File: config.mk
export PLATFORM = sky130hd
export DESIGN_NAME = dispatch_queue
export DESIGN_NICKNAME = d
export VERILOG_FILES = /design/src/rtl/dispatch_queue.sv
export SDC_FILE = /design/constraint.sdc
export NUM_CORES = 1
export LEC_CHECK = 0
export BUFFER_PORTS_ARGS = -buffer_cell sky130_fd_sc_hd__clkbuf_2
export CAP_MARGIN = 20
export CELL_PAD_IN_SITES_DETAIL_PLACEMENT = 1
export CELL_PAD_IN_SITES_GLOBAL_PLACEMENT = 1
export CORE_MARGIN = 10
export CORE_UTILIZATION = 49
export CTS_CLUSTER_SIZE = 14
export DETAILED_ROUTE_END_ITERATION = 8
export HOLD_SLACK_MARGIN = 0.02
export PLACE_DENSITY_LB_ADDON = 0.1
export SYNTH_ARGS = -nofsm -noshare
export SYNTH_HDL_FRONTEND = slang
export SYNTH_SLANG_ARGS = --single-unit
File: constraint.sdc
create_clock -name clk -period 10.8 [get_ports clk]
set_clock_uncertainty 0.2 [all_clocks]
set_input_delay 1.08 -clock clk [delete_from_list [all_inputs] [get_ports clk]]
set_output_delay 1.08 -clock clk [all_outputs]
set_load 0.05 [all_outputs]
File: src/rtl/dispatch_queue.sv
// Buffered dispatcher: DEPTH-entry FIFO of decoded instructions, operand resolution at the head,
// single-cycle issue to ROB plus RS/LSB. Optional macro DISPATCH_BYPASS_EN lets an empty queue issue the incoming instruction directly.
module dispatch_queue #(
  parameter int DEPTH   = 4,
  parameter int NUM_CDB = 2,
  parameter int ROB_W   = 4,
  parameter int DATA_W  = 32,
  parameter int ADDR_W  = 32,
  parameter int OPE_W   = 6
) (
  input  logic                      clk,
  input  logic                      rst_n,
  input  logic                      rdy,
  input  logic                      flush,
  input  logic                      in_valid,
  output logic                      in_ready,
  input  logic [OPE_W-1:0]          in_type,
  input  logic [4:0]                in_rd,
  input  logic [4:0]                in_rs1,
  input  logic [4:0]                in_rs2,
  input  logic [DATA_W-1:0]         in_imm,
  input  logic [ADDR_W-1:0]         in_pc,
  input  logic [ADDR_W-1:0]         in_pred_pc,
  input  logic                      in_pred_jump,
  input  logic                      in_is_mem,
  output logic [4:0]                rs1_to_reg,
  output logic [4:0]                rs2_to_reg,
  input  logic [DATA_W-1:0]         v1_reg,
  input  logic [DATA_W-1:0]         v2_reg,
  input  logic                      q1_busy,
  input  logic                      q2_busy,
  input  logic [ROB_W-1:0]          q1_tag,
  input  logic [ROB_W-1:0]          q2_tag,
  input  logic                      rob_v1_ready,
  input  logic                      rob_v2_ready,
  input  logic [DATA_W-1:0]         rob_v1,
  input  logic [DATA_W-1:0]         rob_v2,
  input  logic [NUM_CDB-1:0]        cdb_valid,
  input  logic [NUM_CDB*ROB_W-1:0]  cdb_tag,
  input  logic [NUM_CDB*DATA_W-1:0] cdb_value,
  input  logic                      rob_ready,
  input  logic                      rs_ready,
  input  logic                      lsb_ready,
  input  logic [ROB_W-1:0]          rob_tail_id,
  output logic                      enable_to_rob,
  output logic                      enable_to_rs,
  output logic                      enable_to_lsb,
  output logic                      enable_to_reg,
  output logic [OPE_W-1:0]          out_type,
  output logic [4:0]                out_rd,
  output logic [DATA_W-1:0]         out_imm,
  output logic [ADDR_W-1:0]         out_pc,
  output logic [ADDR_W-1:0]         out_pred_pc,
  output logic                      out_pred_jump,
  output logic [DATA_W-1:0]         out_vj,
  output logic [DATA_W-1:0]         out_vk,
  output logic                      out_qj_busy,
  output logic                      out_qk_busy,
  output logic [ROB_W-1:0]          out_qj,
  output logic [ROB_W-1:0]          out_qk,
  output logic [ROB_W-1:0]          out_rob_id
);

  localparam int PTR_W = $clog2(DEPTH);
  localparam int CNT_W = PTR_W + 1;
  localparam logic [CNT_W-1:0] FULL = CNT_W'(DEPTH);

  typedef struct packed {
    logic [OPE_W-1:0]  ty;
    logic [4:0]        rd;
    logic [4:0]        rs1;
    logic [4:0]        rs2;
    logic [DATA_W-1:0] imm;
    logic [ADDR_W-1:0] pc;
    logic [ADDR_W-1:0] pred_pc;
    logic              pred_jump;
    logic              is_mem;
  } entry_t;

  typedef struct packed {
    logic [DATA_W-1:0] v;
    logic              busy;
    logic [ROB_W-1:0]  q;
  } opnd_t;

  function automatic opnd_t resolve(
    input logic                      busy,
    input logic [ROB_W-1:0]          tag,
    input logic [DATA_W-1:0]         vreg,
    input logic                      robrdy,
    input logic [DATA_W-1:0]         robv,
    input logic [NUM_CDB-1:0]        cvalid,
    input logic [NUM_CDB*ROB_W-1:0]  ctag,
    input logic [NUM_CDB*DATA_W-1:0] cval
  );
    opnd_t o;
    logic  hit;
    o.v    = '0;
    o.busy = 1'b1;
    o.q    = tag;
    hit    = 1'b0;
    if (!busy) begin
      o.v    = vreg;
      o.busy = 1'b0;
      o.q    = '0;
    end else begin
      // Lowest channel wins when several broadcast the same tag.
      for (int unsigned i = 0; i < NUM_CDB; i++) begin
        if (!hit && cvalid[i] && ctag[i*ROB_W +: ROB_W] == tag) begin
          o.v = cval[i*DATA_W +: DATA_W];
          hit = 1'b1;
        end
      end
      if (hit || robrdy) begin
        if (!hit) o.v = robv;
        o.busy = 1'b0;
        o.q    = '0;
      end
    end
    return o;
  endfunction

  entry_t           r_mem [DEPTH];
  logic [PTR_W-1:0] r_wr_ptr;
  logic [PTR_W-1:0] r_rd_ptr;
  logic [CNT_W-1:0] r_count;

  entry_t w_in_entry;
  entry_t w_head;
  logic   w_empty;
  logic   w_has_head;
  logic   w_fire;
  logic   w_push;
  logic   w_pop;
  opnd_t  w_op1;
  opnd_t  w_op2;

  assign w_in_entry = {in_type, in_rd, in_rs1, in_rs2, in_imm, in_pc, in_pred_pc,
                       in_pred_jump, in_is_mem};
  assign w_empty    = (r_count == '0);

`ifdef DISPATCH_BYPASS_EN
  assign w_has_head = !w_empty || in_valid;
  assign w_head     = w_empty ? w_in_entry : r_mem[r_rd_ptr];
`else
  assign w_has_head = !w_empty;
  assign w_head     = r_mem[r_rd_ptr];
`endif

  assign w_fire   = w_has_head && rob_ready && (w_head.is_mem ? lsb_ready : rs_ready);
  assign in_ready = rdy && !flush && ((r_count != FULL) || w_fire);
  // An instruction issued straight from the input (empty queue) is never stored.
  assign w_push   = in_valid && in_ready && !(w_empty && w_fire);
  assign w_pop    = rdy && !flush && w_fire && !w_empty;

  assign rs1_to_reg = w_head.rs1;
  assign rs2_to_reg = w_head.rs2;

  assign w_op1 = resolve(q1_busy, q1_tag, v1_reg, rob_v1_ready, rob_v1,
                         cdb_valid, cdb_tag, cdb_value);
  assign w_op2 = resolve(q2_busy, q2_tag, v2_reg, rob_v2_ready, rob_v2,
                         cdb_valid, cdb_tag, cdb_value);

  always_ff @(posedge clk) begin
    if (w_push) r_mem[r_wr_ptr] <= w_in_entry;
  end

  always_ff @(posedge clk or negedge rst_n) begin
    if (!rst_n) begin
      r_wr_ptr      <= '0;
      r_rd_ptr      <= '0;
      r_count       <= '0;
      enable_to_rob <= 1'b0;
      enable_to_rs  <= 1'b0;
      enable_to_lsb <= 1'b0;
      enable_to_reg <= 1'b0;
      out_type      <= '0;
      out_rd        <= '0;
      out_imm       <= '0;
      out_pc        <= '0;
      out_pred_pc   <= '0;
      out_pred_jump <= 1'b0;
      out_vj        <= '0;
      out_vk        <= '0;
      out_qj_busy   <= 1'b0;
      out_qk_busy   <= 1'b0;
      out_qj        <= '0;
      out_qk        <= '0;
      out_rob_id    <= '0;
    end else if (!rdy) begin
      enable_to_rob <= 1'b0;
      enable_to_rs  <= 1'b0;
      enable_to_lsb <= 1'b0;
      enable_to_reg <= 1'b0;
    end else if (flush) begin
      r_wr_ptr      <= '0;
      r_rd_ptr      <= '0;
      r_count       <= '0;
      enable_to_rob <= 1'b0;
      enable_to_rs  <= 1'b0;
      enable_to_lsb <= 1'b0;
      enable_to_reg <= 1'b0;
    end else begin
      if (w_push) r_wr_ptr <= r_wr_ptr + PTR_W'(1);
      if (w_pop)  r_rd_ptr <= r_rd_ptr + PTR_W'(1);
      r_count       <= r_count + CNT_W'(w_push) - CNT_W'(w_pop);
      enable_to_rob <= w_fire;
      enable_to_rs  <= w_fire && !w_head.is_mem;
      enable_to_lsb <= w_fire && w_head.is_mem;
      enable_to_reg <= w_fire && (w_head.rd != 5'd0);
      if (w_fire) begin
        out_type      <= w_head.ty;
        out_rd        <= w_head.rd;
        out_imm       <= w_head.imm;
        out_pc        <= w_head.pc;
        out_pred_pc   <= w_head.pred_pc;
        out_pred_jump <= w_head.pred_jump;
        out_vj        <= w_op1.v;
        out_vk        <= w_op2.v;
        out_qj_busy   <= w_op1.busy;
        out_qk_busy   <= w_op2.busy;
        out_qj        <= w_op1.q;
        out_qk        <= w_op2.q;
        out_rob_id    <= rob_tail_id;
      end
    end
  end

endmodule
==> run_results.csv <==
group,metric,value,unit
logic_synthesis,postSynthCellCount,1745,
global_route,grtUsageTotal,26.5,%
drt,drt_first_pass_iters,7,
drt,detail-route-antenna-nets,0,
sta,max_clock_freq,0.210,GHz
logic_synthesis,async_reset_ff_share,29.3,%
logic_synthesis,synth.cell_area,27000,um2
setup_path,path_delay_family,"multiplexers",
global_route,antenna_found_initial,29,
sta,tightest_slew,1.12,ns
logic_synthesis,synth-edff-count,476,
final_layout,finish.cell_count_without_fillers,3038,
drt,vias,17867,
logic_synthesis,synth_top_family_by_area,"multiplexers",
setup_path,crit_slowest_cell,"sky130_fd_sc_hd__nand2b_4",
min_path,worstHoldPathType,"reg2reg",
floorplan,fp.dieH,255,um
logic_synthesis,synth_fp_nets,2097,
setup_path,reg2regPathDepth,13,
logic_synthesis,synthTopCellsByArea,"sky130_fd_sc_hd__edfxtp_1 (53%), sky130_fd_sc_hd__dfrtp_1 (18%), sky130_fd_sc_hd__mux4_2 (9.9%)",
setup_path,slowest_delay,0.68,ns
placement,placed_area,30300,um2
final_layout,nNetsFinal,2616,
floorplan,placeableCoreArea,54100,um2
setup_path,endpoint_kind,"flip-flop",
logic_synthesis,muxShareOfSynthArea,10.1,%
cts,post_cts_buffers,0,
floorplan,initial_utilization,49.9,%
power_and_ir_drop,power_per_cell_area,269,nW/um2
drt,wl_per_cell,28.7,um
setup_path,worstPathRequired,11.09,ns
flow_run,maxCapViolations,0,
drt,postRouteWirelength,87200,um
setup_path,cp_num_cells,13,
cts,post_cts_hold_buffer_count,0,
logic_synthesis,ys.flop_type,"sky130_fd_sc_hd__edfxtp_1",
logic_synthesis,synth_compound_area_share,6.54,%
final_layout,finish.instance_area,32800,um2
cts,tritoncts,"yes",
floorplan,die_area,64900,um2
cts,total_clock_buffers_created_by_cts,72,
placement,dpl.hpwl,59000,um
cts,postCtsResizedCells,0,
logic_synthesis,synth_fa_ha_area_share,0.352,%
setup_path,worst-setup-path-type,"reg2reg",
sta,final_max_slew_viol_count,0,
floorplan,dieWidth,255,um
logic_synthesis,yosys.area.top_type_share,53.0,%
logic_synthesis,synth-warning-count,0,
sta,final_min_period_over_clock_period,44.0,%
logic_synthesis,synth_common_cells,"sky130_fd_sc_hd__edfxtp_1 (476), sky130_fd_sc_hd__nand2_1 (338), sky130_fd_sc_hd__dfrtp_1 (197)",
logic_synthesis,synth_simple_gate_area_share,8.72,%
placement,dpl.cell_count,2885,
setup_path,chain_of_cells_forming_the_critical_path,"mux4_2, mux2i_4, nand2b_4, inv_4, ha_1, inv_1, ha_1, inv_1, fa_1, xnor2_1, nor2_1, mux2i_1, o2bb2ai_1",
sta,setup_tns,0,ns
logic_synthesis,total_of_flip_flops_plus_latches_after_synthesis,673,
setup_path,cp-start-kind,"flip-flop",
global_route,grt_max_degree,104,
setup_path,arrival_time_of_the_worst_setup_path,5.04,ns
cts,clk_pin_slew,0.06,ns
power_and_ir_drop,leakage,13.5,nW
drt,avgViaCountPerCell,5.88,
final_layout,register_containing_the_most_flip_flops_in_the_final_layout,"r_mem",
status,result_of_the_run,"complete, no violations",
drt,remaining_drc_errors,0,
sta,number_of_setup_violations_in_the_final_report,0,
setup_path,cp_num_buf_inv,3,
logic_synthesis,seq_area_frac_synth,71.2,%
cts,root_buffer,"sky130_fd_sc_hd__clkbuf_16",
logic_synthesis,ys_types,48,
drt,drt_iter0_drc,1329,
floorplan,fp-row-count,85,
cts,htreeDepth,3,
logic_synthesis,synth.most_common_cell,"sky130_fd_sc_hd__edfxtp_1",
logic_synthesis,synth.largest_area_cell,"sky130_fd_sc_hd__edfxtp_1",
sta,layout_min_cycle_time,4.75,ns
min_path,min_path_cells,2,
global_route,grt_overflow,0,
sta,finalHoldViolations,0,
final_layout,area_growth_syn_to_layout,21.5,%
final_layout,largest_register_ff_count,476,
placement,gp_congestion,0.882,
cts,max-clock-path-buffers,3,
power_and_ir_drop,ir_worst_vdd,0.197,mV
global_route,first_global_vias,19323,
sta,timing.max_slew.rel_slack,25.3,%
logic_synthesis,synth_xor_area_share,0.389,%
sta,rsz0062_at_grt,"no",
final_layout,utilization_of_the_core_after_routing,60.6,%
cts,clock_latency,0.61,ns
final_layout,drive_gt1_share,34.8,%
setup_path,critPathMaxFanout,52,
placement,port-buffer-count,545,
floorplan,boundaryPins,546,
cts,numClockSinks,673,
logic_synthesis,synth_area_per_cell,15.5,um2
global_route,grt_first_pass_wirelength,128000,um
placed cells by master, fill, tap and decap left out, types with 3 or more instances in the layout:
master	synthesis	layout
sky130_fd_sc_hd__mux4_2	119	119
sky130_fd_sc_hd__o31ai_1	64	64
sky130_fd_sc_hd__ha_1	6	6
sky130_fd_sc_hd__o21ai_0	3	3
sky130_fd_sc_hd__clkbuf_1	77	18
sky130_fd_sc_hd__edfxtp_1	476	476
sky130_fd_sc_hd__xnor2_1	6	6
sky130_fd_sc_hd__a311oi_1	32	32
sky130_fd_sc_hd__nand2_1	338	338
sky130_fd_sc_hd__dfrtp_1	197	195
sky130_fd_sc_hd__and4_1	3	3
sky130_fd_sc_hd__clkinv_1	0	8
sky130_fd_sc_hd__bufinv_16	0	7
sky130_fd_sc_hd__and3_1	38	34
sky130_fd_sc_hd__clkbuf_16	0	76
sky130_fd_sc_hd__a221o_1	32	32
sky130_fd_sc_hd__a22o_1	42	42
sky130_fd_sc_hd__nor2_1	102	102
sky130_fd_sc_hd__nand2b_1	9	8
sky130_fd_sc_hd__clkinv_2	0	12
sky130_fd_sc_hd__nor4b_1	32	32
sky130_fd_sc_hd__clkbuf_2	0	544
sky130_fd_sc_hd__and3_4	0	4
sky130_fd_sc_hd__a21oi_1	34	34
sky130_fd_sc_hd__diode_2	0	22
sky130_fd_sc_hd__buf_4	13	24
sky130_fd_sc_hd__xor2_1	6	6
sky130_fd_sc_hd__clkbuf_8	0	6
sky130_fd_sc_hd__inv_1	45	45
sky130_fd_sc_hd__nand4_1	3	3
metal layers:
metal  vias to the layer above  GRT usage (%)  share of wire, %
met1                      9285           32.0                37
met2                       716           44.7                51
li1                       7676              -                 -
met3                       172           6.51               8.1
met5                         -              0              0.13
met4                        18           11.7               4.0
worst min-delay path: stages, from the launching register on:
cell	delay, ns
sky130_fd_sc_hd__dfrtp_1	0.34
sky130_fd_sc_hd__nand2_1	0.05
sky130_fd_sc_hd__nand2_1	0.05
power by group:
group          switching (mW)  internal [mW]
clock                   0.996           1.49
combinational            2.05          0.831
sequential              0.271           3.19
cell families after synthesis:
kind of cell | Yosys count
and+or+nand+nor | 537
adders and majority gates | 7
muxes | 121
buffers and inverters | 173
AOI/OAI and AO/OA | 222
xor gates and xnor gates | 12
DFF | 673
through the flow:
step	hold slack [ns]	worst slack, ns	total power, mW
global placement	0.259	5.43	6.34
finish	0.273	6.05	8.83
detailed placement	0.262	5.76	6.41
global route	0.292	5.81	9.20
floorplan	0.332	4.42	5.55
CTS	0.279	5.91	8.92
area by class of cell:
type                            count  area [um2]
Fill cell                        5201       21300
Sequential cell                   673       19200
Multi-Input combinational cell    899        7100
Timing Repair Buffer              572        2990
Clock buffer                       99        2040
Tap cell                          696         871
Clock inverter                     31         340
Inverter                           46         175
Antenna cell                       22        55.1
worst paths after layout:
kind | from | to | slack [ns]
max | r_rd_ptr[1]$_DFFE_PN0P_ | r_count[2]$_DFFE_PN0P_ | 6.05
min | out_pc[21]$_DFFE_PN0N_ | out_pc[21]$_DFFE_PN0N_ | 0.27
max reg2reg | r_rd_ptr[1]$_DFFE_PN0P_ | r_count[2]$_DFFE_PN0P_ | 6.05
min reg2reg | out_pc[21]$_DFFE_PN0N_ | out_pc[21]$_DFFE_PN0N_ | 0.27
max in group asynchronous | rst_n | out_vk[26]$_DFFE_PN0N_ | 8.62
min in group asynchronous | rst_n | out_qk[0]$_DFFE_PN0N_ | 0.34
Power figures use the tool's default switching activity.
